<file path="config.mk">
export PLATFORM = sky130hd
export DESIGN_NAME = pc_control_unit_flat
export DESIGN_NICKNAME = d
export VERILOG_FILES = /design/src/rtl/pc_control_unit_if.sv /design/src/rtl/pc_control_unit.sv /design/src/flat_wrapper.sv
export SDC_FILE = /design/constraint.sdc
export NUM_CORES = 1
export LEC_CHECK = 0
export BUFFER_PORTS_ARGS = -buffer_cell sky130_fd_sc_hd__buf_2
export CAP_MARGIN = 20
export CORE_UTILIZATION = 56
export CTS_CLUSTER_SIZE = 8
export DETAILED_ROUTE_END_ITERATION = 16
export HOLD_SLACK_MARGIN = 0.15
export PLACE_DENSITY = 0.91
export SETUP_SLACK_MARGIN = 0.2
export SLEW_MARGIN = 20
export SYNTH_ARGS = -nofsm -noshare
export SYNTH_HDL_FRONTEND = slang
export SYNTH_SLANG_ARGS = --single-unit
</file>
<file path="constraint.sdc">
create_clock -name clk -period 2.56 [get_ports clk]
set_input_delay 0.384 -clock clk [delete_from_list [all_inputs] [get_ports clk]]
set_output_delay 0.384 -clock clk [all_outputs]
set_load 0.005 [all_outputs]
</file>
<file path="src/rtl/pc_control_unit_if.sv">
// Fetch-stage control bundle: branch-resolution inputs from the CPU core, and the
// PC/flush/return-stack status driven back by pc_control_unit.
interface pc_control_unit_if #(
  parameter int PC_W      = 32,
  parameter int RAS_DEPTH = 4
);
  localparam int CNT_W = $clog2(RAS_DEPTH + 1);

  logic             stall;
  logic             br_valid;
  logic [1:0]       bs;
  logic             ps;
  logic             z;
  logic [PC_W-1:0]  bra;
  logic [PC_W-1:0]  raa;
  logic [PC_W-1:0]  pc_1;
  logic [1:0]       ras_op;

  logic [PC_W-1:0]  pc;
  logic             pc_valid;
  logic             taken;
  logic             squash;
  logic [CNT_W-1:0] ras_count;
  logic             ras_ovf;
  logic             ras_unf;

  modport master (
    output stall, br_valid, bs, ps, z, bra, raa, pc_1, ras_op,
    input  pc, pc_valid, taken, squash, ras_count, ras_ovf, ras_unf
  );

  modport slave (
    input  stall, br_valid, bs, ps, z, bra, raa, pc_1, ras_op,
    output pc, pc_valid, taken, squash, ras_count, ras_ovf, ras_unf
  );
endinterface

</file>
<file path="src/rtl/pc_control_unit.sv">
// Next-PC / branch control for the fetch stage: PC register, BS/PS/Z redirect,
// circular return-address stack, stall hold and a post-redirect squash window.
module pc_control_unit #(
  parameter int              PC_W         = 32,
  parameter int              RAS_DEPTH    = 4,
  parameter logic [PC_W-1:0] RESET_VECTOR = '0,
  parameter int              FLUSH_SLOTS  = 2
) (
  input  logic              clk,
  input  logic              rst,
  pc_control_unit_if.slave  bus
);
  localparam int CNT_W = $clog2(RAS_DEPTH + 1);
  localparam int PTR_W = (RAS_DEPTH > 1) ? $clog2(RAS_DEPTH) : 1;
  localparam int FC_W  = $clog2(FLUSH_SLOTS + 1);

  localparam logic [CNT_W-1:0] CNT_FULL   = CNT_W'(RAS_DEPTH);
  localparam logic [PTR_W-1:0] PTR_LAST   = PTR_W'(RAS_DEPTH - 1);
  localparam logic [FC_W-1:0]  FLUSH_LOAD = FC_W'(FLUSH_SLOTS);

  typedef enum logic [1:0] {BOOT, RUN, FLUSH} state_t;

  state_t           state;
  logic [PC_W-1:0]  pc_q;
  logic             pc_valid_q;
  logic             taken_q;
  logic             squash_q;
  logic [FC_W-1:0]  flush_cnt;
  logic [CNT_W-1:0] ras_cnt;
  logic [PTR_W-1:0] ras_sp;
  logic             ovf_q;
  logic             unf_q;
  logic [PC_W-1:0]  ras_mem [RAS_DEPTH];

  logic             active;
  logic             take;
  logic             do_push;
  logic             do_pop;
  logic [PC_W-1:0]  target;
  logic [PTR_W-1:0] top_idx;
  logic [PTR_W-1:0] sp_inc;
  logic [FC_W-1:0]  flush_nxt;

  // ras_sp is the next write slot; the stack wraps so a push when full drops the oldest entry
  assign active  = (state != BOOT) && !bus.stall;
  assign top_idx = (ras_sp == '0) ? PTR_LAST : ras_sp - PTR_W'(1);
  assign sp_inc  = (ras_sp == PTR_LAST) ? '0 : ras_sp + PTR_W'(1);

  always_comb begin
    take    = 1'b0;
    target  = bus.bra;
    do_push = 1'b0;
    do_pop  = 1'b0;
    if (bus.br_valid) begin
      unique case (bus.bs)
        2'b01:   take = (bus.z == bus.ps);
        2'b10: begin
          take   = 1'b1;
          target = bus.raa;
        end
        2'b11:   take = 1'b1;
        default: take = 1'b0;
      endcase
      // A return overrides BS; an empty stack falls back to the register address
      if (bus.ras_op == 2'b10) begin
        take   = 1'b1;
        do_pop = 1'b1;
        target = (ras_cnt == '0) ? bus.raa : ras_mem[top_idx];
      end
      if (bus.ras_op == 2'b01) do_push = 1'b1;
    end
  end

  always_comb begin
    flush_nxt = '0;
    if (take)                 flush_nxt = FLUSH_LOAD;
    else if (flush_cnt != '0) flush_nxt = flush_cnt - FC_W'(1);
  end

  always_ff @(posedge clk or posedge rst) begin
    if (rst) begin
      state      <= BOOT;
      pc_q       <= RESET_VECTOR;
      pc_valid_q <= 1'b0;
      taken_q    <= 1'b0;
      squash_q   <= 1'b0;
      flush_cnt  <= '0;
      ras_cnt    <= '0;
      ras_sp     <= '0;
      ovf_q      <= 1'b0;
      unf_q      <= 1'b0;
    end else if (bus.stall) begin
      taken_q <= 1'b0;
    end else if (state == BOOT) begin
      state      <= RUN;
      pc_valid_q <= 1'b1;
      taken_q    <= 1'b0;
    end else begin
      pc_q      <= take ? target : pc_q + PC_W'(1);
      taken_q   <= take;
      flush_cnt <= flush_nxt;
      squash_q  <= (flush_nxt != '0);
      state     <= (flush_nxt != '0) ? FLUSH : RUN;
      if (do_pop) begin
        if (ras_cnt == '0) begin
          unf_q <= 1'b1;
        end else begin
          ras_cnt <= ras_cnt - CNT_W'(1);
          ras_sp  <= top_idx;
        end
      end
      if (do_push) begin
        ras_sp <= sp_inc;
        if (ras_cnt == CNT_FULL) ovf_q   <= 1'b1;
        else                     ras_cnt <= ras_cnt + CNT_W'(1);
      end
    end
  end

  always_ff @(posedge clk) begin
    if (active && do_push) ras_mem[ras_sp] <= bus.pc_1;
  end

  assign bus.pc        = pc_q;
  assign bus.pc_valid  = pc_valid_q;
  assign bus.taken     = taken_q;
  assign bus.squash    = squash_q;
  assign bus.ras_count = ras_cnt;
  assign bus.ras_ovf   = ovf_q;
  assign bus.ras_unf   = unf_q;
endmodule
</file>
<file path="src/flat_wrapper.sv">
// flat-port wrapper written by rule: the top's interface ports become plain ports
module pc_control_unit_flat 
#(
  parameter int              PC_W         = 32,
  parameter int              RAS_DEPTH    = 4,
  parameter logic [PC_W-1:0] RESET_VECTOR = '0,
  parameter int              FLUSH_SLOTS  = 2
)
  (clk, rst, bus_stall, bus_br_valid, bus_bs, bus_ps, bus_z, bus_bra, bus_raa, bus_pc_1, bus_ras_op, bus_pc, bus_pc_valid, bus_taken, bus_squash, bus_ras_count, bus_ras_ovf, bus_ras_unf);
  pc_control_unit_if #(.PC_W(PC_W), .RAS_DEPTH(RAS_DEPTH)) bus_i ();
  input  logic clk;
  input  logic rst;
  input wire logic [$bits(bus_i.stall)-1:0] bus_stall;
  input wire logic [$bits(bus_i.br_valid)-1:0] bus_br_valid;
  input wire logic [$bits(bus_i.bs)-1:0] bus_bs;
  input wire logic [$bits(bus_i.ps)-1:0] bus_ps;
  input wire logic [$bits(bus_i.z)-1:0] bus_z;
  input wire logic [$bits(bus_i.bra)-1:0] bus_bra;
  input wire logic [$bits(bus_i.raa)-1:0] bus_raa;
  input wire logic [$bits(bus_i.pc_1)-1:0] bus_pc_1;
  input wire logic [$bits(bus_i.ras_op)-1:0] bus_ras_op;
  output wire logic [$bits(bus_i.pc)-1:0] bus_pc;
  output wire logic [$bits(bus_i.pc_valid)-1:0] bus_pc_valid;
  output wire logic [$bits(bus_i.taken)-1:0] bus_taken;
  output wire logic [$bits(bus_i.squash)-1:0] bus_squash;
  output wire logic [$bits(bus_i.ras_count)-1:0] bus_ras_count;
  output wire logic [$bits(bus_i.ras_ovf)-1:0] bus_ras_ovf;
  output wire logic [$bits(bus_i.ras_unf)-1:0] bus_ras_unf;
  assign bus_i.stall = bus_stall;
  assign bus_i.br_valid = bus_br_valid;
  assign bus_i.bs = bus_bs;
  assign bus_i.ps = bus_ps;
  assign bus_i.z = bus_z;
  assign bus_i.bra = bus_bra;
  assign bus_i.raa = bus_raa;
  assign bus_i.pc_1 = bus_pc_1;
  assign bus_i.ras_op = bus_ras_op;
  assign bus_pc = bus_i.pc;
  assign bus_pc_valid = bus_i.pc_valid;
  assign bus_taken = bus_i.taken;
  assign bus_squash = bus_i.squash;
  assign bus_ras_count = bus_i.ras_count;
  assign bus_ras_ovf = bus_i.ras_ovf;
  assign bus_ras_unf = bus_i.ras_unf;
  pc_control_unit #(.PC_W(PC_W), .RAS_DEPTH(RAS_DEPTH), .RESET_VECTOR(RESET_VECTOR), .FLUSH_SLOTS(FLUSH_SLOTS)) u_core (.clk(clk), .rst(rst), .bus(bus_i));
endmodule
</file>
After elaboration in Yosys (flattened, before gate mapping):

Memories as Yosys holds them, arrays and structs flattened.
Cells that the tools add are included.

* bits in registers: 46
* bits in latches: 0
* bits in writable memories: 128
* memory bits (read-only): 0
* bits of input ports: 106
* output and inout port bits: 40
* logic and storage cells: 73
* memories: 1

Memory list
* u_core.ras_mem: words 4, bits a word 32, read ports 1, clocked after memory_dff 0, wr ports 1, line pc_control_unit.sv:33 `logic [PC_W-1:0] ras_mem [RAS_DEPTH];`

* add/sub/neg operators: 6
* multipliers: 0
* divide/modulo/power cells: 0
* $lt $le $gt $ge: 0
* equality and inequality tests: 9
* shifts and indexed selects: 0
* mux-type cells: 29
* bitwise logic cells: 2
* reduce and logical (&&, ||, !) cells: 16

Operators with widths (count)
* 32-bit 2-to-1 mux: 5
* 32-bit by 1-bit adder with 32-bit output, second input constant: 1
* 2-bit 2-to-1 mux: 9
* 3-bit 2-to-1 mux: 4
* 4-bit AND reduction: 3
* 1-bit 2-to-1 mux: 10
* 2-bit == test, second input constant: 4
* 2-bit nonzero test: 4
* 2-bit by 1-bit == test with 1-bit output, second input constant: 2
* 2-bit zero test: 2
* 2-bit AND reduction: 2
* 2-bit by 1-bit subtractor with 2-bit output, second input constant: 2
* 3-bit by 1-bit adder with 3-bit output, second input constant: 1
* 3-bit == test, second input constant: 1
* 3-bit zero test: 1
* 3-bit by 1-bit subtractor with 3-bit output, second input constant: 1
* 2-bit by 1-bit adder with 2-bit output, second input constant: 1
* 1-bit logical AND: 2
* 2-bit by 1-bit inequality test with 1-bit output, second input constant: 1
* 1-bit inverter: 2
* 1-bit case mux with 2 select lines: 1
* 2-bit OR reduction: 1
* 1-bit == test: 1
* 1-bit zero test: 1

Depth between registers and ports, before layout:

Gate-level depths: netlist of the first run.

* word-level depth: 9
* mapped depth: 10

Least setup slack after synthesis of the first run:

No wires, ideal clock.

* path kind: input -> register
* from: input bus_stall
* to: memory u_core.ras_mem[0][0], enable pin
* library setup time: 0.392 ns
* arrival time: 1.893 ns
* required time: 2.168 ns
* path slack: 0.274 ns
* stages: 4
* path buffers: 2
* path through: o21ba_2 -> buf_2 -> clkbuf_1 -> and3_1

* cells in the longest elaborated chain, start to end: 5

Ends and longest elaborated chain
* from (decl): line flat_wrapper.sv:13 `input wire logic [$bits(bus_i.stall)-1:0] bus_stall;`
* 1-bit zero test: line pc_control_unit.sv:45 `assign active = (state != BOOT) && !bus.stall;`
* 1-bit logical AND: line pc_control_unit.sv:45
* 1-bit logical AND: line pc_control_unit.sv:121 `if (active && do_push) ras_mem[ras_sp] <= bus.pc_1;`
* 1-bit 2-to-1 mux: line pc_control_unit.sv:121
* 1-bit 2-to-1 mux (not written as such): line pc_control_unit.sv:121
* to (decl): line pc_control_unit.sv:33

No other way between the ends.

Worst setup path in the final report of the first run:

* from: register u_core.ras_cnt[0], in the netlist u_core.bus.ras_count[0]
* to: register u_core.pc_q[19], in the netlist u_core.bus.pc[19]

* cells in the longest elaborated chain, start to end: 5

Ends and longest elaborated chain
* from (decl): line pc_control_unit.sv:29 `logic [CNT_W-1:0] ras_cnt;`
* from (signal assigned): line pc_control_unit.sv:108 `ras_cnt <= ras_cnt - CNT_W'(1);`
* from (signal assigned): line pc_control_unit.sv:115 `else ras_cnt <= ras_cnt + CNT_W'(1);`
* 3-bit zero test: line pc_control_unit.sv:68 `target = (ras_cnt == '0) ? bus.raa : ras_mem[top_idx];`
* 32-bit 2-to-1 mux: line pc_control_unit.sv:68
* 32-bit 2-to-1 mux: line pc_control_unit.sv:65 `if (bus.ras_op == 2'b10) begin`
* 32-bit 2-to-1 mux: line pc_control_unit.sv:54 `if (bus.br_valid) begin`
* 32-bit 2-to-1 mux: line pc_control_unit.sv:99 `pc_q <= take ? target : pc_q + PC_W'(1);`
* to (signal assigned): line pc_control_unit.sv:99
* to (decl): line pc_control_unit.sv:24 `logic [PC_W-1:0] pc_q;`

No other way between the ends.
A chain may end at the register's enable or synchronous reset.

==> results.yml, run 1 <==
setup_path:
  cp-end-kind: "register"
  r2r_start: "u_core.bus.ras_count[0]"
  worst-path-max-fanout: 8
  cp-start-kind: "register"
  cp-startpoint: "u_core.bus.ras_count[0]"
  worstPathArrival_ns: 2.69
  path_class: "register to register"
  worstPathRequired_ns: 2.92
  r2r_slack_ns: 0.23
power:
  irDropWorstVdd_v: 0.0008617
  power.density_nw_per_um2: 1001
  p_leak_uw: 0.003865
grt:
  grt.total_usage: 0.3206
  grt_pass1_vias: 6191
  grt_antenna_before_repair: 0
  grt-ovfl-total: 0
  grt_first_pass_wirelength_um: 34860
  grt_start_max_net_pins: 33
sta:
  finalHoldViolations: 0
  fmax_ghz: 0.4292
  worstMarginPinSlew_ns: 0.6660
  fin_setup_tns_ns: 0
  fin_crit_sh: 0.9102
  slew_headroom: 0.5513
  finalCriticalPeriod_ns: 2.330
  slew_violations: 0
  rsz0062_at_grt: "yes"
  whs_ns: 0.1651
  setup_violations: 0
  finClkSkew_ns: 0.01202
synth:
  ys_ff_latch: 174
  synth.distinct_cells: 70
  synthArstFlopShare: 0.2644
  ys.flop_type: "edfxtp_1"
  synthCells: 611
  synth_area_per_cell_um2: 13.51
  yosys_warnings: 0
  synth_edf_count: 128
  synth_area_leaders: "edfxtp_1, dfrtp_1, mux4_2, nand2_1, xnor2_1"
  synth_nets: 725
  yosys.area.top_type_share: 0.4657
  yosysSeqAreaShare: 0.6052
  yosys.area.top_type: "edfxtp_1"
  syn_area_um2: 8253
floorplan:
  num_rows: 43
  design.die.area_um2: 15230
  core-area_um2: 14150
  initial_utilization: 0.5833
  dieHeight_um: 123.4
  io_pins: 146
  die_x_um: 123.4
layout:
  fin_cells: 972
  fin_nets: 893
  layout-drive-gt1-share: 0.3447
  num_antenna_cells: 0
  synthToLayoutAreaGrowth_pct: 21.74
placement:
  place_inst: 928
  gp_congestion: 0.9356
  dp_hpwl_um: 15750
  port-buffer-count: 145
clock_tree:
  cts_tree: "yes"
  clock_latency_ns: 0.44
  cts_buffer_depth: 2
  cts.clk_slew.worst_paths_ns: 0.07
  cts_sinks: 174
  cts_made_buffers: 17
  htreeDepth: 4
  cts-root-buf: "clkbuf_16"
min_path:
  hp-class: "input port to register"
  min-delay-start: "bus_pc_1[30]"
drt:
  drt_pass1_iterations: 7
  vias_per_cell: 6.553
  ant_nets: 0
  drc: 0
  wl_um: 23400
  drtIter0Drc: 811
  vias: 6370
  drt-wirelength-per-cell_um: 24.07
run_status:
  status: "complete, no violations"
job:
  cap_violations: 0
## worst max-delay path, stage by stage, from the launching register on
cell	delay (ns)
dfrtp_1	0.42
inv_1	0.09
ha_1	0.28
nor2b_1	0.19
a2bb2oi_2	0.46
buf_4	0.25
o22ai_1	0.10
or3_1	0.36
o21ai_1	0.10
## registers in the layout, indices dropped and copies added (netlist names)
| name | flops |
|---|---|
| u_core.bus.pc | 32 |
| u_core.bus.pc_valid | 1 |
| u_core.bus.ras_count | 3 |
| u_core.bus.ras_ovf | 1 |
| u_core.bus.ras_unf | 1 |
| u_core.bus.squash | 1 |
| u_core.bus.taken | 1 |
| u_core.flush_cnt | 2 |
| u_core.ras_mem | 128 |
| u_core.ras_sp | 2 |
| u_core.state | 2 |
## cell usage after synthesis, types with 3 or more instances
cell        n
o211ai_1    3
o21a_1      3
nor3_2      3
xor2_1      4
buf_1       3
ha_1        8
nand3_1    14
and3_1      9
o32ai_1     3
a21o_1      6
or3_1      16
nand4_1    10
mux2i_1     9
edfxtp_1  128
nor3_1     10
buf_2       7
o21ai_0    23
o21ai_1    13
a21oi_1    26
o22ai_1    20
mux2_2     12
mux4_2     29
clkbuf_1   17
dfrtp_1    46
nor2_1     31
buf_6       5
xnor2_1    17
inv_1      18
nor2b_1     3
a31oi_1     6
a211o_1     8
nor4_4      3
nand2_1    50
## power breakdown
group / switching (uW) / leakage (uW) / internal (uW) / total [uW]
logic: 1810 / 0.00186 / 1620 / 3430
clock network: 1150 / 0.000308 / 1580 / 2720
registers: 498 / 0.00170 / 3410 / 3900
total: 3450 / 0.00387 / 6610 / 10100
## cells in the final DEF (no fill, tap or decap), types with 8 or more instances in the layout
master and count:
nor2_1 31, mux2_2 12, o22ai_1 20, nor3_1 10, nand3_1 14, nand4_1 10
o21ai_1 13, o21ai_0 23, xnor2_1 17, ha_1 8, nand2_1 50, and3_1 9
buf_4 26, or3_1 16, mux2i_1 9, mux4_2 29, inv_1 17, buf_2 145
clkbuf_16 17, a21oi_1 26, dfrtp_1 45, edfxtp_1 128, a211o_1 8
## what timing repair did
action	4_1_cts	5_1_grt
setup buffers	0	8
resized for setup	1	0
endpoints found under the setup margin	1	13
hold buffers	3	0
endpoints found under the hold margin	27	0
gates cloned	1	0
## metrics by stage
| stage | power (uW) | area, um2 | setup slack, ns | utilization |
|---|---|---|---|---|
| CTS | 9935 | 9987 | 0.2261 | 0.7058 |
| detailed placement | 7104 | 9296 | 0.2439 | 0.6570 |
| finish | 10060 | 10050 | 0.2299 | 0.7101 |
| floorplan | 5902 | 8253 | 0.2743 | - |
| global route | 10480 | 10050 | 0.1549 | 0.7101 |
| global placement | 6971 | 9296 | 0.2822 | 0.6570 |
## final cells by class
class | instances | area [um2]
clock buffer | 18 | 429.2
fill | 943 | 4103
multi-input combinational | 387 | 3028
inverter | 18 | 67.56
tap | 180 | 225.2
timing repair buffer | 181 | 1104
sequential | 174 | 4996
clock inverter | 14 | 197.7
## worst paths after layout
path | end | cells after the start
min in group asynchronous | u_core.bus.pc[17] | 3
max in group asynchronous | u_core.ras_sp[0] | 4
worst max-delay path | u_core.bus.pc[19] | 8
worst max register to register | u_core.bus.pc[19] | 8
worst min register to register | u_core.bus.pc_valid | 1
worst min-delay path | u_core.ras_mem[2][30] | 1
## kinds of logic after synthesis
group / Yosys count / share of synthesized area
fa+ha+maj: 8 / 0.01213
flops: 174 / 0.6052
mux: 51 / 0.1078
simple gates: 172 / 0.1175
xor+xnor: 21 / 0.02229
compound gates: 135 / 0.1067
buf+inv: 50 / 0.02835
## layer usage
layer / track usage / share of wire / wire length (um)
met1: 0.4261 / 0.37 / 8757
met5: 0 / 0 / 0
met2: 0.5091 / 0.49 / 11410
met3: 0.06780 / 0.10 / 2414
met4: 0.1468 / 0.035 / 816
Power figures use the tool's default switching activity.
==> run 2, diff against run 1 <==
==> constraint.sdc (replaced) <==
create_clock -name clk -period 2.56 [get_ports clk]
set_input_delay 0.64 -clock clk [delete_from_list [all_inputs] [get_ports clk]]
set_output_delay 0.64 -clock clk [all_outputs]
set_load 0.005 [all_outputs]
==> results.yml, run 2 (synthesized netlist as in run 1, its figures left out) <==
setup_path:
  max_stage_delay_ns: 0.54
  cp-start-kind: "register"
  worstPathArrival_ns: 2.55
  reg2reg_to: "u_core.bus.pc[26]"
  r2r_start: "u_core.ras_sp[1]"
  reg2reg_depth: 8
  slowest_stage: "mux4_2"
  path_class: "register to register"
  worst-path-max-fanout: 21
  worstPathRequired_ns: 2.87
  path_cells: "inv_1 -> ha_1 -> nor2b_4 -> buf_12 -> mux4_2 -> nand2_1 -> a211o_1 -> o211ai_1"
  r2r_slack_ns: 0.31
  cp-end-kind: "register"
run_status:
  status: "complete, no violations"
layout:
  layout-drive-gt1-share: 0.3499
  layout_common_cells: "buf_2, edfxtp_1, nand2_1"
  largest-register: "u_core.ras_mem"
  synthToLayoutAreaGrowth_pct: 20.86
  fin_nets: 887
  layout_commonest_cell: "buf_2"
  fin_cells: 967
  fin_area_um2: 9975
  largest_reg_flops: 128
  fillers: 939
sta:
  finClkSkew_ns: 0.007650
  fin_setup_tns_ns: 0
  rsz0062_at_grt: "no"
  setup_violations: 0
  fin_crit_sh: 0.8781
  slew_violations: 0
  finalCriticalPeriod_ns: 2.248
  finalHoldViolations: 0
  fmax_ghz: 0.4449
  worstMarginPinSlew_ns: 0.5389
  slew_headroom: 0.6398
drt:
  vias_per_cell: 6.395
  wl_um: 22140
  drc: 0
  ant_nets: 0
  vias: 6184
  drtIter0Drc: 750
  drt_pass1_iterations: 6
  drt-wirelength-per-cell_um: 22.89
floorplan:
  core-area_um2: 14150
  io_pins: 146
  initial_utilization: 0.5833
  dieHeight_um: 123.4
  die_x_um: 123.4
  num_rows: 43
  design.die.area_um2: 15230
clock_tree:
  cts_sinks: 174
  cts.clk_slew.worst_paths_ns: 0.07
  cts-root-buf: "clkbuf_16"
  htreeDepth: 4
  cts_tree: "yes"
  cts_made_buffers: 17
  clock_latency_ns: 0.43
  cts_buffer_depth: 2
power:
  power.density_nw_per_um2: 975.8
  irDropWorstVdd_v: 0.0006540
  p_leak_uw: 0.003816
placement:
  dp_hpwl_um: 15730
  dpl_cell_area_um2: 9344
  place_inst: 932
  gp_congestion: 0.9276
  port-buffer-count: 145
grt:
  grt.total_usage: 0.3027
  grt_start_max_net_pins: 33
  grt-ovfl-total: 0
  grt_util_met3: 0.06642
  grt_pass1_vias: 6082
  grt_antenna_before_repair: 1
  grt.busiest_layer: "met2"
  grtUsageMet1: 0.4089
  grt.met2_usage: 0.4759
  grt_first_pass_wirelength_um: 33210
job:
  cap_violations: 0
min_path:
  hp-class: "input port to asynchronous set/reset pin"
-- run 2: report_power, final --
group | internal (uW) | leakage [uW] | switching [uW]
logic | 1520 | 0.00182 | 1740
registers | 3410 | 0.00170 | 496
clock network | 1390 | 0.000293 | 1180
-- run 2: through the flow --
| step | setup WS [ns] | hold WS, ns | power, uW | utilization |
|---|---|---|---|---|
| 6_report | 0.3121 | 0.2199 | 9733 | 0.7049 |
| 5_1_grt | 0.2136 | 0.2481 | 10180 | 0.7049 |
| 4_1_cts | 0.2377 | 0.2241 | 9699 | 0.7026 |
| 3_5_place_dp | 0.2133 | 0.4532 | 7117 | 0.6604 |
| 3_3_place_gp | 0.2060 | 0.4418 | 7016 | 0.6604 |
| 2_1_floorplan | 0.3482 | 0.4510 | 5902 | - |
-- run 2: final cells by class --
cell class | instances | area, um2 | area share
sequential | 174 | 4996 | 0.5009
multi-input combinational | 387 | 3047 | 0.3054
timing repair buffer | 175 | 1039 | 0.1041
clock buffer | 17 | 425.4 | 0.04265
tap | 180 | 225.2 | 0.02258
clock inverter | 15 | 172.7 | 0.01731
inverter | 18 | 67.56 | 0.006774
antenna | 1 | 2.502 | 0.0002509
-- run 2: per-layer routing --
layer / routed length [um] / up-vias
li1: - / 2703
met3: 1729 / 61
met5: 0 / -
met4: 717 / 0
met2: 10740 / 364
met1: 8947 / 3056
-- run 2: worst max path at each step --
stage / startpoint / to / slack, ns / cells after the start
2_1_floorplan: bus_stall / u_core.ras_mem[0][0] / 0.35 / 4
3_3_place_gp: bus_stall / u_core.bus.pc[25] / 0.21 / 6
3_5_place_dp: bus_stall / u_core.bus.pc[25] / 0.21 / 6
4_1_cts: u_core.ras_sp[0] / u_core.bus.pc[26] / 0.24 / 8
5_1_grt: u_core.ras_sp[1] / u_core.bus.pc[28] / 0.21 / 8
6_report: u_core.ras_sp[1] / u_core.bus.pc[26] / 0.31 / 8
-- run 2: what timing repair did --
| action | CTS | global route |
|---|---|---|
| resized for setup | 0 | 3 |
| buffers inserted | 0 | 2 |
| endpoints found under the setup margin | 0 | 21 |
| hold buffers | 0 | 0 |
-- run 2: critical path, delay by kind of cell, from the launching register on --
kind | cells | cell delay (ns)
buf+inv | 2 | 0.31
flops | 1 | 0.40
mux | 1 | 0.54
compound gates | 2 | 0.34
simple gates | 2 | 0.29
fa+ha+maj | 1 | 0.25
